$ cat src/rtl/subarashii_pkg.sv
// Shared definitions for the program loader: loader FSM state encoding,
// instruction word geometry and a small state-classification helper.
package subarashii_pkg;

    localparam int WORD_W      = 16;
    localparam int INSTR_BYTES = 2;

    typedef enum logic [2:0] {
        IDLE    = 3'd0,
        LEN_HI  = 3'd1,
        LEN_LO  = 3'd2,
        DATA_HI = 3'd3,
        DATA_LO = 3'd4,
        CHECK   = 3'd5,
        DONE    = 3'd6,
        ERROR   = 3'd7
    } loader_state_t;

    // States in which a frame is in flight and bytes are consumed.
    function automatic logic state_is_busy(input loader_state_t s);
        return (s == LEN_HI) || (s == LEN_LO) || (s == DATA_HI) ||
               (s == DATA_LO) || (s == CHECK);
    endfunction

endpackage

$ cat src/rtl/byte_packer.sv
// Datapath half of the program loader.
// Collects the hi byte of each instruction word, emits a one-cycle write of
// {hi,lo} when the lo byte arrives, generates the word address from the word
// index and keeps the running XOR of all data bytes.
// Ports:
//   clk, rst      clock, async active-high reset
//   clear         start of a new frame: zero index and checksum
//   hi_load       a hi data byte is being accepted this cycle
//   lo_load       a lo data byte is being accepted this cycle
//   data          stream byte
//   mem_wen       write strobe, one cycle per word
//   mem_addr      write byte address, BASE_ADDR + 2*index (wraps at 16 bits)
//   mem_wdata     write word {hi,lo}
//   words_loaded  words written so far; doubles as the index of the next word
//   acc           XOR of all data bytes accepted in this frame
module byte_packer
    import subarashii_pkg::*;
#(
    parameter logic [15:0] BASE_ADDR = 16'h0000
) (
    input  logic              clk,
    input  logic              rst,
    input  logic              clear,
    input  logic              hi_load,
    input  logic              lo_load,
    input  logic [7:0]        data,
    output logic              mem_wen,
    output logic [15:0]       mem_addr,
    output logic [WORD_W-1:0] mem_wdata,
    output logic [15:0]       words_loaded,
    output logic [7:0]        acc
);

    logic [7:0] hi_byte;

    always_ff @(posedge clk or posedge rst) begin
        if (rst) begin
            hi_byte      <= 8'h00;
            mem_wen      <= 1'b0;
            mem_addr     <= BASE_ADDR;
            mem_wdata    <= '0;
            words_loaded <= 16'h0000;
            acc          <= 8'h00;
        end else begin
            mem_wen <= 1'b0;
            if (clear) begin
                words_loaded <= 16'h0000;
                acc          <= 8'h00;
            end else begin
                if (hi_load) begin
                    hi_byte <= data;
                    acc     <= acc ^ data;
                end
                if (lo_load) begin
                    // The write uses the index before it is bumped, so the
                    // address and the incremented count land on the same edge.
                    mem_wen      <= 1'b1;
                    mem_wdata    <= {hi_byte, data};
                    mem_addr     <= BASE_ADDR + 16'(INSTR_BYTES) * words_loaded;
                    words_loaded <= words_loaded + 16'h0001;
                    acc          <= acc ^ data;
                end
            end
        end
    end

endmodule

$ cat src/rtl/prog_loader.sv
// Writer side of the instruction-memory interface. Receives a framed program
// (length, data words, XOR checksum) over a valid/ready byte stream, writes
// each 16-bit big-endian word to the instruction ROM write port and holds the
// CPU in reset until a load has been verified.
// Ports:
//   clk, rst      clock, async active-high reset
//   start         one-cycle pulse, begins a load from IDLE, DONE or ERROR
//   in_data       stream byte
//   in_valid      in_data valid
//   in_ready      loader accepts a byte this cycle
//   mem_wen       write enable, one-cycle pulse per word
//   mem_addr      write byte address
//   mem_wdata     write word {hi,lo}
//   cpu_rst       CPU reset, low only while DONE (registered)
//   busy          frame in progress (LEN_HI..CHECK)
//   done          verified load complete
//   error         oversize header or checksum mismatch
//   words_loaded  words written in the current/last load
//
// state   | meaning
// --------+-----------------------------------------------
// IDLE    | after reset, waiting for start
// LEN_HI  | expecting word-count high byte
// LEN_LO  | expecting word-count low byte
// DATA_HI | expecting high byte of next word
// DATA_LO | expecting low byte, triggers the write
// CHECK   | expecting checksum byte
// DONE    | program verified, CPU released
// ERROR   | bad length or checksum, CPU held in reset
module prog_loader
    import subarashii_pkg::*;
#(
    parameter logic [15:0] BASE_ADDR = 16'h0000,
    parameter int unsigned MAX_WORDS = 256
) (
    input  logic        clk,
    input  logic        rst,
    input  logic        start,
    input  logic [7:0]  in_data,
    input  logic        in_valid,
    output logic        in_ready,
    output logic        mem_wen,
    output logic [15:0] mem_addr,
    output logic [15:0] mem_wdata,
    output logic        cpu_rst,
    output logic        busy,
    output logic        done,
    output logic        error,
    output logic [15:0] words_loaded
);

    localparam logic [16:0] MAX_WORDS_W = 17'(MAX_WORDS);

    loader_state_t state, state_next;

    logic [7:0]  len_hi;
    logic [15:0] n_words;
    logic [15:0] len_full;
    logic [7:0]  acc;
    logic        xfer;
    logic        clear;
    logic        hi_load;
    logic        lo_load;

    assign xfer     = in_valid & in_ready;
    assign len_full = {len_hi, in_data};

    always_ff @(posedge clk or posedge rst) begin
        if (rst) begin
            state   <= IDLE;
            len_hi  <= 8'h00;
            n_words <= 16'h0000;
            cpu_rst <= 1'b1;
        end else begin
            state <= state_next;
            if (state == LEN_HI && xfer) begin
                len_hi <= in_data;
            end
            if (state == LEN_LO && xfer) begin
                n_words <= len_full;
            end
            // Released only after a full cycle in DONE; any exit from DONE
            // reasserts it on the leaving edge.
            cpu_rst <= !((state == DONE) && (state_next == DONE));
        end
    end

    always_comb begin
        state_next = state;
        in_ready   = 1'b0;
        clear      = 1'b0;
        hi_load    = 1'b0;
        lo_load    = 1'b0;
        unique case (state)
            IDLE, DONE, ERROR: begin
                if (start) begin
                    state_next = LEN_HI;
                    clear      = 1'b1;
                end
            end
            LEN_HI: begin
                in_ready = 1'b1;
                if (xfer) state_next = LEN_LO;
            end
            LEN_LO: begin
                in_ready = 1'b1;
                if (xfer) begin
                    if (len_full == 16'h0000)
                        state_next = CHECK;
                    else if ({1'b0, len_full} > MAX_WORDS_W)
                        state_next = ERROR;
                    else
                        state_next = DATA_HI;
                end
            end
            DATA_HI: begin
                in_ready = 1'b1;
                if (xfer) begin
                    hi_load    = 1'b1;
                    state_next = DATA_LO;
                end
            end
            DATA_LO: begin
                in_ready = 1'b1;
                if (xfer) begin
                    lo_load = 1'b1;
                    // words_loaded has not yet counted the word being accepted.
                    if (words_loaded + 16'h0001 == n_words)
                        state_next = CHECK;
                    else
                        state_next = DATA_HI;
                end
            end
            CHECK: begin
                in_ready = 1'b1;
                if (xfer) state_next = (in_data == acc) ? DONE : ERROR;
            end
            default: state_next = IDLE;
        endcase
    end

    assign busy  = state_is_busy(state);
    assign done  = (state == DONE);
    assign error = (state == ERROR);

    byte_packer #(
        .BASE_ADDR (BASE_ADDR)
    ) u_packer (
        .clk          (clk),
        .rst          (rst),
        .clear        (clear),
        .hi_load      (hi_load),
        .lo_load      (lo_load),
        .data         (in_data),
        .mem_wen      (mem_wen),
        .mem_addr     (mem_addr),
        .mem_wdata    (mem_wdata),
        .words_loaded (words_loaded),
        .acc          (acc)
    );

endmodule
$ cat config.mk
export PLATFORM = sky130hd
export DESIGN_NAME = prog_loader
export DESIGN_NICKNAME = d
export VERILOG_FILES = /design/src/rtl/subarashii_pkg.sv /design/src/rtl/byte_packer.sv /design/src/rtl/prog_loader.sv
export SDC_FILE = /design/constraint.sdc
export NUM_CORES = 1
export LEC_CHECK = 0
export CAP_MARGIN = 20
export CORE_ASPECT_RATIO = 0.5
export CORE_MARGIN = 2
export CORE_UTILIZATION = 49
export DETAILED_ROUTE_END_ITERATION = 8
export PLACE_DENSITY = 0.79
export SYNTH_ARGS = -nofsm -noshare
export SYNTH_HDL_FRONTEND = slang
export SYNTH_SLANG_ARGS = --single-unit
$ cat constraint.sdc
create_clock -name clk -period 3 [get_ports clk]
set_clock_uncertainty 0.2 [all_clocks]
set_input_delay 0.45 -clock clk [delete_from_list [all_inputs] [get_ports clk]]
set_output_delay 0.45 -clock clk [all_outputs]
set_load 0.03 [all_outputs]
## Word level (Yosys, flattened, before mapping)

Cells that the tools add are included.

- Add/sub/neg operators: 1
- Order comparisons: 1
- Eq/ne operators: 10
- Mux-type cells: 24
- Bitwise logic cells: 3
- Reductions and logical operators: 16

Operator list:

| cell | number |
|---|---|
| 16-bit two-way mux | 2 |
| 3-bit two-way mux | 9 |
| 8-bit two-way mux | 3 |
| 3-bit case mux with 6 select lines | 1 |
| 16-bit by 1-bit adder with 16-bit output (second input constant) | 1 |
| 16-bit equality test | 1 |
| 16-bit by 9-bit > comparator with 1-bit output (second input constant) | 1 |
| 16-bit zero test | 1 |
| 3-bit equality test (second input constant) | 5 |
| 1-bit two-way mux | 9 |
| 8-bit equality test | 1 |
| 8-bit bitwise XOR | 1 |
| 3-bit by 2-bit equality test with 1-bit output (second input constant) | 2 |
| 5-bit OR reduction | 1 |
| 1-bit logical OR | 4 |
| 2-bit AND reduction | 2 |
| 3-bit by 1-bit equality test with 1-bit output (second input constant) | 1 |
| 1-bit logical AND | 3 |
| 3-bit zero test | 1 |
| 3-bit nonzero test | 1 |
| 3-bit OR reduction | 1 |
| 2-bit nonzero test | 1 |
| 1-bit bitwise AND | 1 |
| 1-bit zero test | 1 |
| 1-bit NOT | 1 |

- Bits in registers: 92
- Input port bits: 12
- Word-level logic and storage cells: 65

## Logic depth before layout (Yosys ltp)

- Depth after elaboration: 9
- Mapped depth: 8
- Depth with buffers taken out: 7

## By module

A second synthesis with hierarchy kept.

- Cell total of the unflattened synthesis: 433
- Area total of the unflattened synthesis: 4792.1 sq um

Modules (own cells, without submodules):

| module | instances | cells each | area each (sq um) | seq. area each (sq um) |
|---|---|---|---|---|
| byte_packer | 1 | 209 | 2675.1 | 1601.5 |
| prog_loader | 1 | 224 | 2117.0 | 701.9 |

## Least setup slack after synthesis

No wires, ideal clock.

- Kind: reg-to-reg
- From: register u_packer.words_loaded[0]
- To: register state[1]
- Setup time: 0.135 ns
- Data arrival time: 2.106 ns
- Required time: 2.665 ns
- Slack: 0.559 ns
- Cell stages (with the launch flop): 8
- Clock period less this slack: 2.441 ns
- Cell sequence: dfrtp_1 -> ha_1 -> nand3_1 -> nor4_1 -> mux2i_1 -> o22ai_1 -> nor4_1 -> o211ai_1

- Word-level cells in the longest chain between the ends: 5

Ends and longest elaborated chain:

| what | RTL line | RTL |
|---|---|---|
| start: declaration | byte_packer.sv:30 | `output logic [15:0] words_loaded,` |
| start signal: assignment | byte_packer.sv:60 | `words_loaded <= words_loaded + 16'h0001;` |
| 16-bit by 1-bit adder with 16-bit output | prog_loader.sv:128 | `if (words_loaded + 16'h0001 == n_words)` |
| 16-bit equality test | prog_loader.sv:128 |  |
| 3-bit two-way mux | prog_loader.sv:128 |  |
| 3-bit two-way mux | prog_loader.sv:125 | `if (xfer) begin` |
| 3-bit case mux with 6 select lines | prog_loader.sv:94 | `unique case (state)` |
| via state_next[1] | prog_loader.sv:54 | `loader_state_t state, state_next;` |
| end signal: assignment | prog_loader.sv:75 | `state <= state_next;` |
| end: declaration | prog_loader.sv:54 |  |

The timed path passes the listed nets, and every way through them passes these cells.
A chain may end at the register's enable or synchronous reset.

## Final worst setup path

- From: register state[2]
- To: output done

- Word-level cells in the longest chain between the ends: 1

Ends and longest elaborated chain:

| what | RTL line | RTL |
|---|---|---|
| 3-bit equality test | prog_loader.sv:143 | `assign done = (state == DONE);` |
| end: declaration | prog_loader.sv:47 | `output logic done,` |

No other way between the ends.

==> results.json <==
{
  "run_status": "finished clean",
  "async_flop_share_pct": 100,
  "final_cell_area_sq_um": 5680,
  "hold_viol_final": 0,
  "cap_violations": 0,
  "htree_levels": 3,
  "ys_top_cells_by_area": "dfrtp_1, mux2_2, xnor2_1",
  "slowest_stage": "clkdlybuf4s50_1",
  "die_y_um": 72.1,
  "dp_hpwl_um": 6850,
  "die_width_um": 140,
  "grt_pass1_vias": 3145,
  "synth_top_area_share_pct": 50.1,
  "row_count": 24,
  "crit_chain": "inv_1, nor3_1, clkdlybuf4s50_1",
  "die_area_sq_um": 10100,
  "cts_made_buffers": 9,
  "clock-sinks": 92,
  "rsz0062_at_grt": "false",
  "drt_wl_total_um": 9620,
  "dp_slack_ns": 0.230,
  "start_util_pct": 51.3,
  "grt-ovfl-total": 0,
  "syn_area_per_cell_sq_um": 11.4,
  "placed_cells": 576,
  "clk_pin_slew_ns": 0.07,
  "yosysTopAreaCell": "dfrtp_1",
  "wl_per_cell_um": 16.2,
  "worstMarginPinSlew_ns": 0.949,
  "synth_flop_cell": "dfrtp_1",
  "clk_latency_ns": 0.34,
  "grt_max_degree": 93,
  "io_buffers": 64,
  "antenna_found_initial": 0,
  "vias": 3266,
  "timing.fmax_mhz": 362,
  "p_per_area_nw_per_um2": 796,
  "drive_gt1_share_pct": 24.8,
  "grt_pass1_wl_um": 16400,
  "critPathRequiredTime_ns": 2.35,
  "num-fill-cells": 652,
  "ant_nets": 0,
  "fin_crit_ns": 2.76,
  "drtIter0Drc": 307,
  "grt_usage_pct": 21.0,
  "synth_fp_nets": 411,
  "diodes": 0,
  "worstPathMaxFanout": 15,
  "p_leak_nw": 2.40,
  "synth_edf_count": 0,
  "drc": 0,
  "fin_crit_sh_pct": 92.1,
  "core_area_sq_um": 8860,
  "slew_violations": 0,
  "peakVddDrop_uv": 367,
  "whs_ns": 0.304,
  "dpl_cell_area_sq_um": 5390,
  "hold_class": "reg2reg",
  "syn2layout_area_growth_pct": 25.0,
  "endpoint_kind": "primary output",
  "post_cts_buffers": 0,
  "crit_type": "reg2out",
  "cts_tree": "built",
  "yosysSeqAreaShare_pct": 50.7,
  "stdcell_count": 592,
  "synth_seq_cells": 92,
  "setup_viol_count_final": 0,
  "io_pins": 66,
  "ys_warn_count": 0,
  "max_stage_delay_ns": 0.73,
  "syn-cell-area_sq_um": 4540,
  "cts_hold_buffers": 0,
  "synth_cells": 397,
  "startpoint_type": "register",
  "clk_path_buf_depth": 2,
  "viasPerCell": 5.52,
  "gp_congestion": 0.863,
  "setup_ws_ns": 0.238,
  "dr.pass1.iters": 4,
  "cts-root-buf": "clkbuf_16",
  "fin_tns_setup_ns": 0,
  "nets": 484,
  "slew_headroom_pct": 36.6,
  "synthDistinctLibCells": 56,
  "arrival_ns": 2.11,
  "cts_resized": 0
}
==> power breakdown <==
part | leakage, nW | internal [mW] | switching, mW | total (mW)
Combinational | 1.06 | 0.781 | 0.747 | 1.53
Clock | 0.142 | 0.585 | 0.515 | 1.10
Sequential | 1.20 | 1.60 | 0.295 | 1.89
==> state kept, by name, summed over array words and instances (netlist names) <==
signal and cells:
cpu_rst 1, u_packer.mem_addr 15, u_packer.mem_wdata 16, n_words 16, u_packer.acc 8, state 3
u_packer.hi_byte 8, u_packer.mem_wen 1, u_packer.words_loaded 16, len_hi 8
==> cells in the mapped netlist (2+ instances only) <==
cell type,n
dfrtp_1,91
nand3b_1,2
xor2_1,21
mux2_2,63
o211ai_1,3
o21ai_0,8
o22ai_1,2
or4_4,2
a21oi_1,12
o31ai_1,2
buf_6,3
buf_2,6
or2_2,2
nand4_1,6
or3b_2,2
nor3_2,4
nor2_1,34
xnor2_1,25
nor4_1,6
clkbuf_1,11
ha_1,2
o21a_1,3
nand3_1,9
and4_1,2
nor2b_1,3
nor3_1,9
o32ai_1,2
or3_1,2
inv_1,8
buf_4,2
nand2_1,25
==> stage by stage <==
stage	total power [mW]	util (%)
final	4.52	64.1
after global routing	4.79	64.1
after CTS	4.55	64.1
after detailed placement	3.44	60.8
after global placement	3.38	60.8
after floorplan	2.94	-
==> cells in the final DEF (no fill, tap or decap), drive strengths merged, types with 6 or more instances in the layout <==
| cell type | count |
|---|---|
| o21ai | 9 |
| nand2 | 25 |
| clkbuf | 9 |
| xnor2 | 25 |
| mux2 | 63 |
| a21oi | 12 |
| nand3 | 10 |
| buf | 21 |
| dfrtp | 91 |
| nor2 | 34 |
| inv | 11 |
| nor3 | 13 |
| xor2 | 21 |
| clkdlybuf4s50 | 64 |
| nor4 | 6 |
| nand4 | 8 |
==> critical path, delay by kind of cell (launching register included) <==
family	cells	cell delay [ns]
buf+inv	2	0.91
flops	1	0.60
simple gates	1	0.26
==> metal layers <==
layer	vias to the layer above	GRT usage, %	wire length [um]
met5	-	0	0
met2	98	32.7	4500
met3	9	5.48	559
met4	0	6.85	106
met1	1609	29.2	4450
li1	1550	-	-
==> layout make-up <==
class,instances,area (sq um),share of cell area [%]
Inverter,8,33.8,0.595
Tap cell,117,146,2.58
Clock buffer,9,225,3.96
Sequential cell,92,2300,40.6
Clock inverter,7,67.6,1.19
Multi-Input combinational cell,274,2090,36.9
Timing Repair Buffer,85,811,14.3
==> final timing paths <==
path,start,endpoint,slack (ns),cells after the start
worst max-delay path,state[2],done,0.24,3
worst min-delay path,u_packer.hi_byte[7],u_packer.hi_byte[7],0.30,1
worst max register to register,u_packer.words_loaded[0],state[1],0.24,8
worst min register to register,u_packer.hi_byte[7],u_packer.hi_byte[7],0.30,1
max in group asynchronous,rst,u_packer.words_loaded[2],1.85,3
min in group asynchronous,rst,u_packer.acc[0],0.37,3
==> cell families (layout without fill, tap and decap cells) <==
family	count (synthesis)	after routing	synth area share (%)
AO/OA/AOI/OAI	42	42	6.06
XOR/XNOR	46	46	8.87
adder cells (fa/ha/maj)	3	3	0.771
buffers and inverters	31	109	3.41
flip-flops	92	92	50.7
multiplexers	64	64	15.8
other	1	1	0.0825
AND/OR/NAND/NOR	118	118	14.3
No activity file was read; power rests on OpenSTA's default activity.
